==> src/rtl/ysyx_23060096_seq_ctrl.sv <==
// ----------------------------------------------------------------------------
// ysyx_23060096_seq_ctrl
// Multi-cycle sequencing controller for a simple RV core. Walks every
// instruction through FETCH -> EXEC -> (MEM) -> WB, latches the fetched word,
// generates the single-cycle register-file and PC write strobes, counts
// retired instructions and stops the core on ebreak or on a stalled bus.
//
// Ports
//   clk, rst          clock; asynchronous active-high reset
//   ifu_req           fetch request, high for the whole FETCH state
//   ifu_valid/rdata   fetch response; rdata captured when valid in FETCH
//   inst              latched current instruction (nop after reset)
//   dec_regwr         decoder RegWr for inst, gates reg_we in WB
//   dec_memrd/memwr   decoder load/store flags, select the MEM path
//   lsu_req/ready     load/store handshake, request held until ready
//   reg_we, pc_we     one-cycle write strobes, only in WB
//   halted, bus_err   core stopped; bus_err marks a timeout / illegal state
//   retire_cnt        retired-instruction counter (wraps, ebreak excluded)
//   state             current FSM state for debug
// ----------------------------------------------------------------------------
module ysyx_23060096_seq_ctrl (
  input  logic        clk,
  input  logic        rst,
  output logic        ifu_req,
  input  logic        ifu_valid,
  input  logic [31:0] ifu_rdata,
  output logic [31:0] inst,
  input  logic        dec_regwr,
  input  logic        dec_memrd,
  input  logic        dec_memwr,
  output logic        lsu_req,
  input  logic        lsu_ready,
  output logic        reg_we,
  output logic        pc_we,
  output logic        halted,
  output logic        bus_err,
  output logic [31:0] retire_cnt,
  output logic [2:0]  state
);

  typedef enum logic [2:0] {
    IDLE  = 3'd0,
    FETCH = 3'd1,
    EXEC  = 3'd2,
    MEM   = 3'd3,
    WB    = 3'd4,
    HALT  = 3'd5
  } state_e;

  localparam logic [31:0] EBREAK   = 32'h0010_0073;
  localparam logic [31:0] NOP      = 32'h0000_0013;
  localparam logic [7:0]  WDOG_MAX = 8'hFF;

  state_e      state_q, state_d;
  logic [31:0] inst_q, inst_d;
  logic [31:0] retire_q, retire_d;
  logic [7:0]  wdog_q, wdog_d;
  logic        bus_err_q, bus_err_d;

  // NOTE: every signal written here gets a default first, so no path through
  // the case statement can leave one unassigned and infer a latch; blocking
  // assignments are used because this is pure combinational logic.
  always_comb begin
    state_d   = state_q;
    inst_d    = inst_q;
    retire_d  = retire_q;
    bus_err_d = bus_err_q;
    ifu_req   = 1'b0;
    lsu_req   = 1'b0;
    reg_we    = 1'b0;
    pc_we     = 1'b0;

    case (state_q)
      IDLE: state_d = FETCH;

      FETCH: begin
        ifu_req = 1'b1;
        // A response in the same cycle the watchdog saturates still wins.
        if (ifu_valid) begin
          inst_d  = ifu_rdata;
          state_d = (ifu_rdata == EBREAK) ? HALT : EXEC;
        end else if (wdog_q == WDOG_MAX) begin
          state_d   = HALT;
          bus_err_d = 1'b1;
        end
      end

      EXEC: state_d = (dec_memrd || dec_memwr) ? MEM : WB;

      MEM: begin
        lsu_req = 1'b1;
        if (lsu_ready) begin
          state_d = WB;
        end else if (wdog_q == WDOG_MAX) begin
          state_d   = HALT;
          bus_err_d = 1'b1;
        end
      end

      WB: begin
        pc_we    = 1'b1;
        reg_we   = dec_regwr;
        retire_d = retire_q + 32'd1;
        state_d  = FETCH;
      end

      HALT: ;

      // Unused encodings 6-7: treat as a fault and stop.
      default: begin
        state_d   = HALT;
        bus_err_d = 1'b1;
      end
    endcase

    // Watchdog counts only while waiting in FETCH/MEM and clears whenever
    // the state changes.
    if ((state_d == state_q) && ((state_q == FETCH) || (state_q == MEM)))
      wdog_d = wdog_q + 8'd1;
    else
      wdog_d = 8'd0;
  end

  // NOTE: sequential state uses non-blocking assignments so every register
  // samples its next value from the same pre-edge snapshot.
  always_ff @(posedge clk or posedge rst) begin
    if (rst) begin
      state_q   <= IDLE;
      inst_q    <= NOP;
      retire_q  <= 32'd0;
      wdog_q    <= 8'd0;
      bus_err_q <= 1'b0;
    end else begin
      state_q   <= state_d;
      inst_q    <= inst_d;
      retire_q  <= retire_d;
      wdog_q    <= wdog_d;
      bus_err_q <= bus_err_d;
    end
  end

  assign inst       = inst_q;
  assign retire_cnt = retire_q;
  assign bus_err    = bus_err_q;
  assign halted     = (state_q == HALT);
  assign state      = state_q;

endmodule

==> config.mk <==
export PLATFORM = sky130hd
export DESIGN_NAME = ysyx_23060096_seq_ctrl
export DESIGN_NICKNAME = d
export VERILOG_FILES = /design/src/rtl/ysyx_23060096_seq_ctrl.sv
export SDC_FILE = /design/constraint.sdc
export NUM_CORES = 1
export LEC_CHECK = 0
export BUFFER_PORTS_ARGS = -buffer_cell sky130_fd_sc_hd__buf_2
export CORE_ASPECT_RATIO = 2
export CORE_UTILIZATION = 35
export DETAILED_ROUTE_END_ITERATION = 7
export GPL_TIMING_DRIVEN = 1
export PLACE_DENSITY = 0.65
export SLEW_MARGIN = 10
export SYNTH_ARGS = -nofsm -noshare
export SYNTH_HDL_FRONTEND = slang
export SYNTH_SLANG_ARGS = --single-unit
==> constraint.sdc <==
create_clock -name clk -period 5.4 [get_ports clk]
set_input_delay 1.08 -clock clk [delete_from_list [all_inputs] [get_ports clk]]
set_output_delay 1.08 -clock clk [all_outputs]
set_load 0.05 [all_outputs]
==> metrics.txt, run 1 <==
status=finished with violations; failing checks=DRC; area of the multi-input gates=0.00141 mm^2; Hold Slack=0.469 ns; final setup TNS=0 ns; layout cells sized above 1=43.8%; Slew headroom=53.9%; CTS tree=done; Max stage delay cell, worst path=dfrtp_1; clk sinks=76; DR WL/cell=15.6 um; syn nets=313; Worst setup EP type=output port; Final setup viols=0; period utilization=52.3%; FP Rows=50; Async SR Flop Fraction=100%; Seq/Total Area, Yosys=56.6%; clk root buf=clkbuf_16; total track usage=16.6%; LEAKAGE=0.00224 uW; # diodes=0; via-per-instance ratio=5.06; DRC errors left=10; final core utilization=46.3%; vias=2523; Synth Instances=272; Max Fanout on Critical Path=10; dpl cells=483; Synth-to-Final Area Change=28.1%; Critical Path AT=1.74 ns; Detailed Routing Iterations Pass 1=6; total clock buffers created by CTS=9; Top Ports=112; final WL=7760 um; RR Startpoint=state[0]$_DFF_PP0_; Sequential cell area=0.00191 mm^2; Worst VDD drop=170 uV; slew at the pin closest to its max-slew limit=0.691 ns; Synth top area share=54.2%; Ys Warns=0; Clk Latency, worst-skew pair=0.33 ns; Yosys cell types=40; Resized Gates After CTS=0; Post-DP HPWL=5820 um; area of placed instances=0.00404 mm^2; fin area=0.00431 mm^2; Non-Filler Instances=499; initial antenna violation count=0; Post-CTS Repair Setup Buffers=0; Cell Area, Synth=0.00337 mm^2; f_max=354 MHz; Layout Skew=0.00602 ns; HP Class=reg -> reg; list of most frequent post-synthesis cells=dfrtp_1 (73), mux2_2 (33), xnor2_1 (27), nand2_1 (16), nand3_1 (15); clk buf depth=2; RSZ-0062 raised after global routing=no; HP Start=retire_cnt[31]$_DFFE_PP0P_; startpoint types=register; die height=141 um; Final ANT Viol Nets=0; DRT iter0 DRCs=107; top cells by area, synth=dfrtp_1 (54%), mux2_2 (11%), xnor2_1 (7.0%); critical path type=reg -> out; slowest stage delay, CP=0.50 ns; Reg clk slew, reported paths=0.06 ns; ys flop type=dfrtp_1; Starting Density=36.1%; Cell Chain, Critical Path=nor3b_4 > and2_1 > buf_2; Placer Congestion=0.839; average cell area after synthesis=12.4 um^2; worst endpoint required time=4.32 ns; Yosys reg bits=76; crit path time final=2.82 ns; cts hold-fix bufs=0; cell taking the most area after synthesis=dfrtp_1; first-pass GRT wire length=12800 um; Filler cells=858; Max-Cap Viols=0; P per Cell Area=268 mW/mm^2; Crit. Startpoint=state[1]$_DFF_PP0_; Core Region=0.00932 mm^2; largest net degree at the start of global routing=45; crit-path leading delay family=simple AND/OR/NAND/NOR gates; most frequent cell after synthesis=dfrtp_1; H-tree level count=3; EDFF count, synth=0; Nets=431; vias in the first global route=2555; total grt overflow=0; Hold Fails Final Rpt=0; WP buf/inv=1; fin. max-slew vios=0; IO Port Bufs=111; die area=0.0100 mm^2; die width=71.4 um
## flip-flops by register name (all words and copies together), names as in the netlist
name	cells
state	3
retire_cnt	32
bus_err	1
wdog_q	8
inst	32
## path summary, 6_finish.rpt
check / end / slack (ns) / cells past startpoint
setup / recovery: reg_we / 2.58 / 3
hold / removal: retire_cnt[31]$_DFFE_PP0P_ / 0.47 / 1
setup reg to reg: wdog_q[4]$_DFF_PP0_ / 3.12 / 6
hold reg to reg: retire_cnt[31]$_DFFE_PP0P_ / 0.47 / 1
max in group asynchronous: retire_cnt[0]$_DFFE_PP0P_ / 3.51 / 3
min in group asynchronous: retire_cnt[3]$_DFFE_PP0P_ / 0.85 / 2
## kinds of logic after synthesis
group	synth area share (%)
XOR/XNOR	9.62
flip-flops	56.6
buffers and inverters	1.52
AO/OA/AOI/OAI	3.01
multiplexers	11.0
adder cells (fa/ha/maj)	0.743
AND/OR/NAND/NOR	17.5
## cell usage in the layout, fill, tap and decap left out, drive strengths merged, types with 5 or more instances in the layout
cell type / instances
nor3: 10
nand3: 15
xnor2: 27
nand2: 17
and4: 7
xor2: 10
nand4: 8
clkbuf: 14
dfrtp: 73
nor4: 6
and3: 6
buf: 113
inv: 6
mux2: 33
nor2: 13
and2: 5
## layer usage
layer | routed length (um) | track usage, % | vias up
li1 | - | - | 1201
met1 | 2910 | 17.4 | 1221
met2 | 4250 | 30.2 | 84
met3 | 384 | 3.65 | 17
met4 | 218 | 8.42 | 0
met5 | 0 | 0 | -
## metrics by stage
step | power [uW] | setup slack, ns
global placement | 613 | 2.57
detailed placement | 614 | 2.53
floorplan | 592 | 2.34
finish | 1160 | 2.58
CTS | 1180 | 2.54
global route | 1200 | 2.43
## layout make-up
type | count | share of cell area [%]
clock buffer | 14 | 6.12
multi-input combinational | 184 | 32.7
clock inverter | 2 | 0.232
tap | 104 | 3.02
timing repair buffer | 113 | 13.2
sequential | 76 | 44.2
inverter | 6 | 0.522
## power by group
| group | switching, uW | internal (uW) |
|---|---|---|
| clock network | 220 | 335 |
| registers | 0 | 570 |
| logic | 20.0 | 12.5 |
## worst reg2reg max path, delay by kind of cell (launching register included)
kind                   cells  cell delay, ns
AO/OA/AOI/OAI              2            0.45
flip-flops                 1            0.54
AND/OR/NAND/NOR            3            0.75
buffers and inverters      1            0.40
No activity file was read; power rests on OpenSTA's default activity.
==> run 2, diff against run 1 <==
PLACE_DENSITY = 0.67   (was 0.65)
clock period = 2.33 ns   (was 5.4 ns; I/O delays follow)
==> run 2 against run 1 <==
Routed wire length is 2.6% higher. Power grew to 2.6 times the previous value. The run still ends with DRC left. Setup slack worse by 2.4 ns.
==> metrics.txt, run 2 (synthesis gave the netlist of run 1 again) <==
Synth-to-Final Area Change=31.9%; DRC errors left=12; Slew headroom=61.9%; total grt overflow=0; Max Fanout on Critical Path=11; most common cell after layout, fill and taps aside=buf_2; Nets=435; Post-CTS Repair Setup Buffers=0; FP Rows=50; Core Region=0.00932 mm^2; clk sinks=76; Worst setup EP type=output port; final WL=7970 um; Reg clk slew, reported paths=0.06 ns; period utilization=94.0%; vias=2579; slew at the pin closest to its max-slew limit=0.570 ns; Post-DP HPWL=6100 um; failing checks=DRC; Final setup viols=0; largest net degree at the start of global routing=33; Resized Gates After CTS=0; P per Cell Area=680 mW/mm^2; Detailed Routing Iterations Pass 1=6; area of placed instances=0.00409 mm^2; startpoint types=register; Post-Place Setup Slack=0.0268 ns; Critical Path AT=1.72 ns; FF-to-FF End=wdog_q[4]$_DFF_PP0_; Hold Fails Final Rpt=0; Layout Skew=0.00585 ns; clk root buf=clkbuf_16; Final ANT Viol Nets=0; first-pass GRT wire length=12900 um; Sequential cell area=0.00191 mm^2; Tot Pwr=3020 uW; Filler cells=865; area of the multi-input gates=0.00141 mm^2; cts hold-fix bufs=0; commonest non-fill, non-tap cells in the layout=buf_2 (111), dfrtp_1 (70), mux2_2 (33); initial antenna violation count=0; die width=71.4 um; R2R depth=6; H-tree level count=3; crit path time final=2.19 ns; Clk Latency, worst-skew pair=0.33 ns; die area=0.0100 mm^2; RR Startpoint=wdog_q[0]$_DFF_PP0_; RSZ-0062 raised after global routing=no; clk buf depth=2; worst endpoint required time=1.86 ns; critical path type=reg -> out; Worst VDD drop=356 uV; total track usage=16.7%; Starting Density=36.1%; f_max=457 MHz; fin. max-slew vios=0; total clock buffers created by CTS=9; Placer Congestion=0.878; final setup margin=0.141 ns; HP Class=in -> async; status=finished with violations; die height=141 um; # diodes=0; via-per-instance ratio=5.13; vias in the first global route=2658; fin area=0.00444 mm^2; DR WL/cell=15.8 um; worst reg2reg setup slack=0.31 ns; IO Port Bufs=111; LEAKAGE=0.00230 uW; Top Ports=112; Max-Cap Viols=0; final setup TNS=0 ns; layout cells sized above 1=46.1%; CTS tree=done; DRT iter0 DRCs=100
==> run 2: cell count changes in the layout (fill, tap and decap cells not counted), sizes merged <==
cell,change
clkinvlp,+2
inv,-1
buf,+4
bufinv,+3
clkbuf,-4
==> run 2: layout make-up <==
| cell class | count | share of cell area [%] |
|---|---|---|
| flip-flops and latches | 76 | 43.0 |
| clock buffers | 10 | 5.38 |
| well taps | 104 | 2.93 |
| multi-input cells | 184 | 31.8 |
| clock inverters | 6 | 2.51 |
| repair buffers | 117 | 13.8 |
| inverters | 6 | 0.592 |
==> run 2: worst max-delay path by stage <==
stage / startpoint / slack (ns) / to
floorplan: state[0]$_DFF_PP0_ / 0.04 / retire_cnt[23]$_DFFE_PP0P_
global placement: ifu_rdata[28] / 0.13 / wdog_q[6]$_DFF_PP0_
detailed placement: ifu_rdata[28] / 0.03 / wdog_q[4]$_DFF_PP0_
CTS: state[0]$_DFF_PP0_ / 0.11 / reg_we
global route: state[0]$_DFF_PP0_ / 0.02 / reg_we
finish: state[0]$_DFF_PP0_ / 0.14 / reg_we
==> run 2: where the power goes <==
| group | switching (uW) | internal (uW) | total [uW] | leakage, uW |
|---|---|---|---|---|
| registers | 0 | 1320 | 1320 | 0.00104 |
| logic | 48.4 | 33.8 | 82.1 | 0.00109 |
| clock network | 545 | 1080 | 1620 | 0.000169 |
| total | 594 | 2430 | 3020 | 0.00230 |
==> run 2: layer usage <==
metal	vias to the layer above	wire, um	track usage [%]
li1	1210	-	-
met1	1282	2960	17.0
met2	76	4490	31.8
met3	11	372	3.50
met4	0	144	7.05
met5	-	0	0
==> run 2: metrics by stage <==
stage | util (%) | cells | hold slack, ns
finish | 47.7 | 503 | 0.191
global route | 47.7 | 503 | 0.214
CTS | 47.7 | 503 | 0.213
detailed placement | 43.9 | 487 | 0.478
global placement | 43.9 | 487 | 0.460
floorplan | - | 272 | 0.455
==> run 2: critical path, stage by stage, from the launching register on <==
cell and delay (ns):
dfrtp_2 0.49, nor3b_4 0.44, and2_2 0.21, buf_2 0.25
==> run 3, diff against run 2 <==
PLACE_DENSITY = 0.62   (was 0.67)
==> run 3 against run 2 <==
The run still ends with DRC left. Global-route usage hardly changed. Critical path depth stayed put. Non-clock buffer count is 2 lower. Clock skew is 0.0037 ns higher. Setup slack worse by 0.025 ns. First-iteration DRC count is 25% lower. Flip-flop and latch count stayed put. Sequential share of layout area is 0.88 points higher. Final cell count is 0.40% lower. Combinational power is 2.4% lower.
==> metrics.txt, run 3 (synthesis gave the netlist of run 1 again) <==
status=finished with violations; failing checks=DRC; clk buf depth=2; HP Class=in -> async; Detailed Routing Iterations Pass 1=6; layout cells sized above 1=44.8%; Worst VDD drop=397 uV; Resized Gates After CTS=0; startpoint types=register; Core Region=0.00932 mm^2; first-pass GRT wire length=12800 um; fin area=0.00435 mm^2; Post-CTS Repair Setup Buffers=0; vias=2568; RR Startpoint=state[0]$_DFF_PP0_; sw power=556 uW; Final ANT Viol Nets=0; worst endpoint required time=1.86 ns; critical path type=reg -> out; Critical Path AT=1.75 ns; f_max=452 MHz; FF-to-FF End=retire_cnt[23]$_DFFE_PP0P_; Slew headroom=68.9%; fin. max-slew vios=0; area of placed instances=0.00408 mm^2; Starting Density=36.1%; switching share of power=20.6%; Max stage delay cell, worst path=dfrtp_2; period utilization=95.0%; Tot Pwr=2690 uW; total track usage=16.7%; largest net degree at the start of global routing=77; crit path time final=2.21 ns; clock share of power=48.0%; CTS tree=done; clk root buf=clkbuf_16; Nets=433; Hold Slack=0.222 ns; Cell Chain, Critical Path=nor3b_4 > and2_2 > buf_2; Max Fanout on Critical Path=11; Layout Skew=0.00958 ns; initial antenna violation count=0; die width=71.4 um; most common cell after layout, fill and taps aside=buf_2; Final setup viols=0; Synth-to-Final Area Change=29.2%; combinational share of power=3.0%; total clock buffers created by CTS=9; Placer Congestion=0.855; Hold Fails Final Rpt=0; die height=141 um; Reg clk slew, reported paths=0.06 ns; slowest stage delay, CP=0.48 ns; final setup TNS=0 ns; WP buf/inv=1; slew at the pin closest to its max-slew limit=0.459 ns; dpl cells=485; Non-Filler Instances=501; Top Ports=112; DRT iter0 DRCs=75; # diodes=0; IO Port Bufs=111; via-per-instance ratio=5.13; total grt overflow=0; R2R depth=5; RSZ-0062 raised after global routing=no; Seq pwr share=49.1%; worst reg2reg setup slack=0.32 ns; vias in the first global route=2584; LEAKAGE=0.00225 uW; Post-DP HPWL=5850 um; Worst setup EP type=output port; FP Rows=50; final WL=7840 um; cts hold-fix bufs=0; Clk Latency, worst-skew pair=0.33 ns; clk sinks=76; DRC errors left=10; P per Cell Area=618 mW/mm^2; die area=0.0100 mm^2; DR WL/cell=15.7 um; crit-path leading delay family=simple AND/OR/NAND/NOR gates; Max-Cap Viols=0; H-tree level count=3; commonest non-fill, non-tap cells in the layout=buf_2 (111), dfrtp_1 (70), mux2_2 (33); P_int=2140 uW
## run 3: changes by cell type in the layout (fill, tap and decap cells not counted)
cell,before,now
clkinvlp_4,2,1
clkinv_2,1,0
clkbuf_1,0,4
buf_4,5,3
bufinv_16,3,0
clkbuf_8,1,2
## run 3: worst min-delay path: stages
cell        delay (ns)
buf_2             0.11
clkinvlp_4        0.07
buf_12            0.32
## run 3: power by group through the flow
stage / clock network [uW] / logic (uW) / registers, uW
floorplan: 0 / 28.0 / 1340
global placement: 0 / 80.8 / 1340
detailed placement: 0 / 82.9 / 1340
CTS: 1330 / 83.2 / 1320
global route: 1390 / 90.1 / 1320
finish: 1290 / 80.1 / 1320
## run 3: worst max path at each step
| stage | start | to | slack [ns] | cells after the start |
|---|---|---|---|---|
| global placement | ifu_rdata[28] | wdog_q[6]$_DFF_PP0_ | 0.11 | 6 |
| finish | state[0]$_DFF_PP0_ | reg_we | 0.12 | 3 |
| detailed placement | ifu_rdata[28] | wdog_q[5]$_DFF_PP0_ | 0.05 | 6 |
| CTS | state[0]$_DFF_PP0_ | reg_we | 0.08 | 3 |
| global route | state[0]$_DFF_PP0_ | reg_we | 0.005 | 3 |
| floorplan | state[0]$_DFF_PP0_ | retire_cnt[23]$_DFFE_PP0P_ | 0.04 | 6 |
## run 3: area by class of cell
class | count | area, um^2
inverter | 6 | 26.3
tap | 104 | 130
multi-input combinational | 184 | 1410
sequential | 76 | 1910
timing repair buffer | 115 | 598
clock inverter | 1 | 8.76
fill | 870 | 4970
clock buffer | 15 | 268
## run 3: routing by layer
metal,global-route usage (%),vias to the layer above,share of wire (%)
met2,30.7,84,55
met4,7.68,0,3.0
met3,4.57,20,4.8
li1,-,1200,-
met1,17.2,1264,37
met5,0,-,0
## run 3: through the flow
| step | setup slack, ns | util (%) |
|---|---|---|
| 2_1_floorplan | 0.0369 | - |
| 3_3_place_gp | 0.112 | 43.7 |
| 3_5_place_dp | 0.0516 | 43.7 |
| 4_1_cts | 0.0809 | 46.7 |
| 5_1_grt | 0.00459 | 46.7 |
| 6_report | 0.116 | 46.7 |
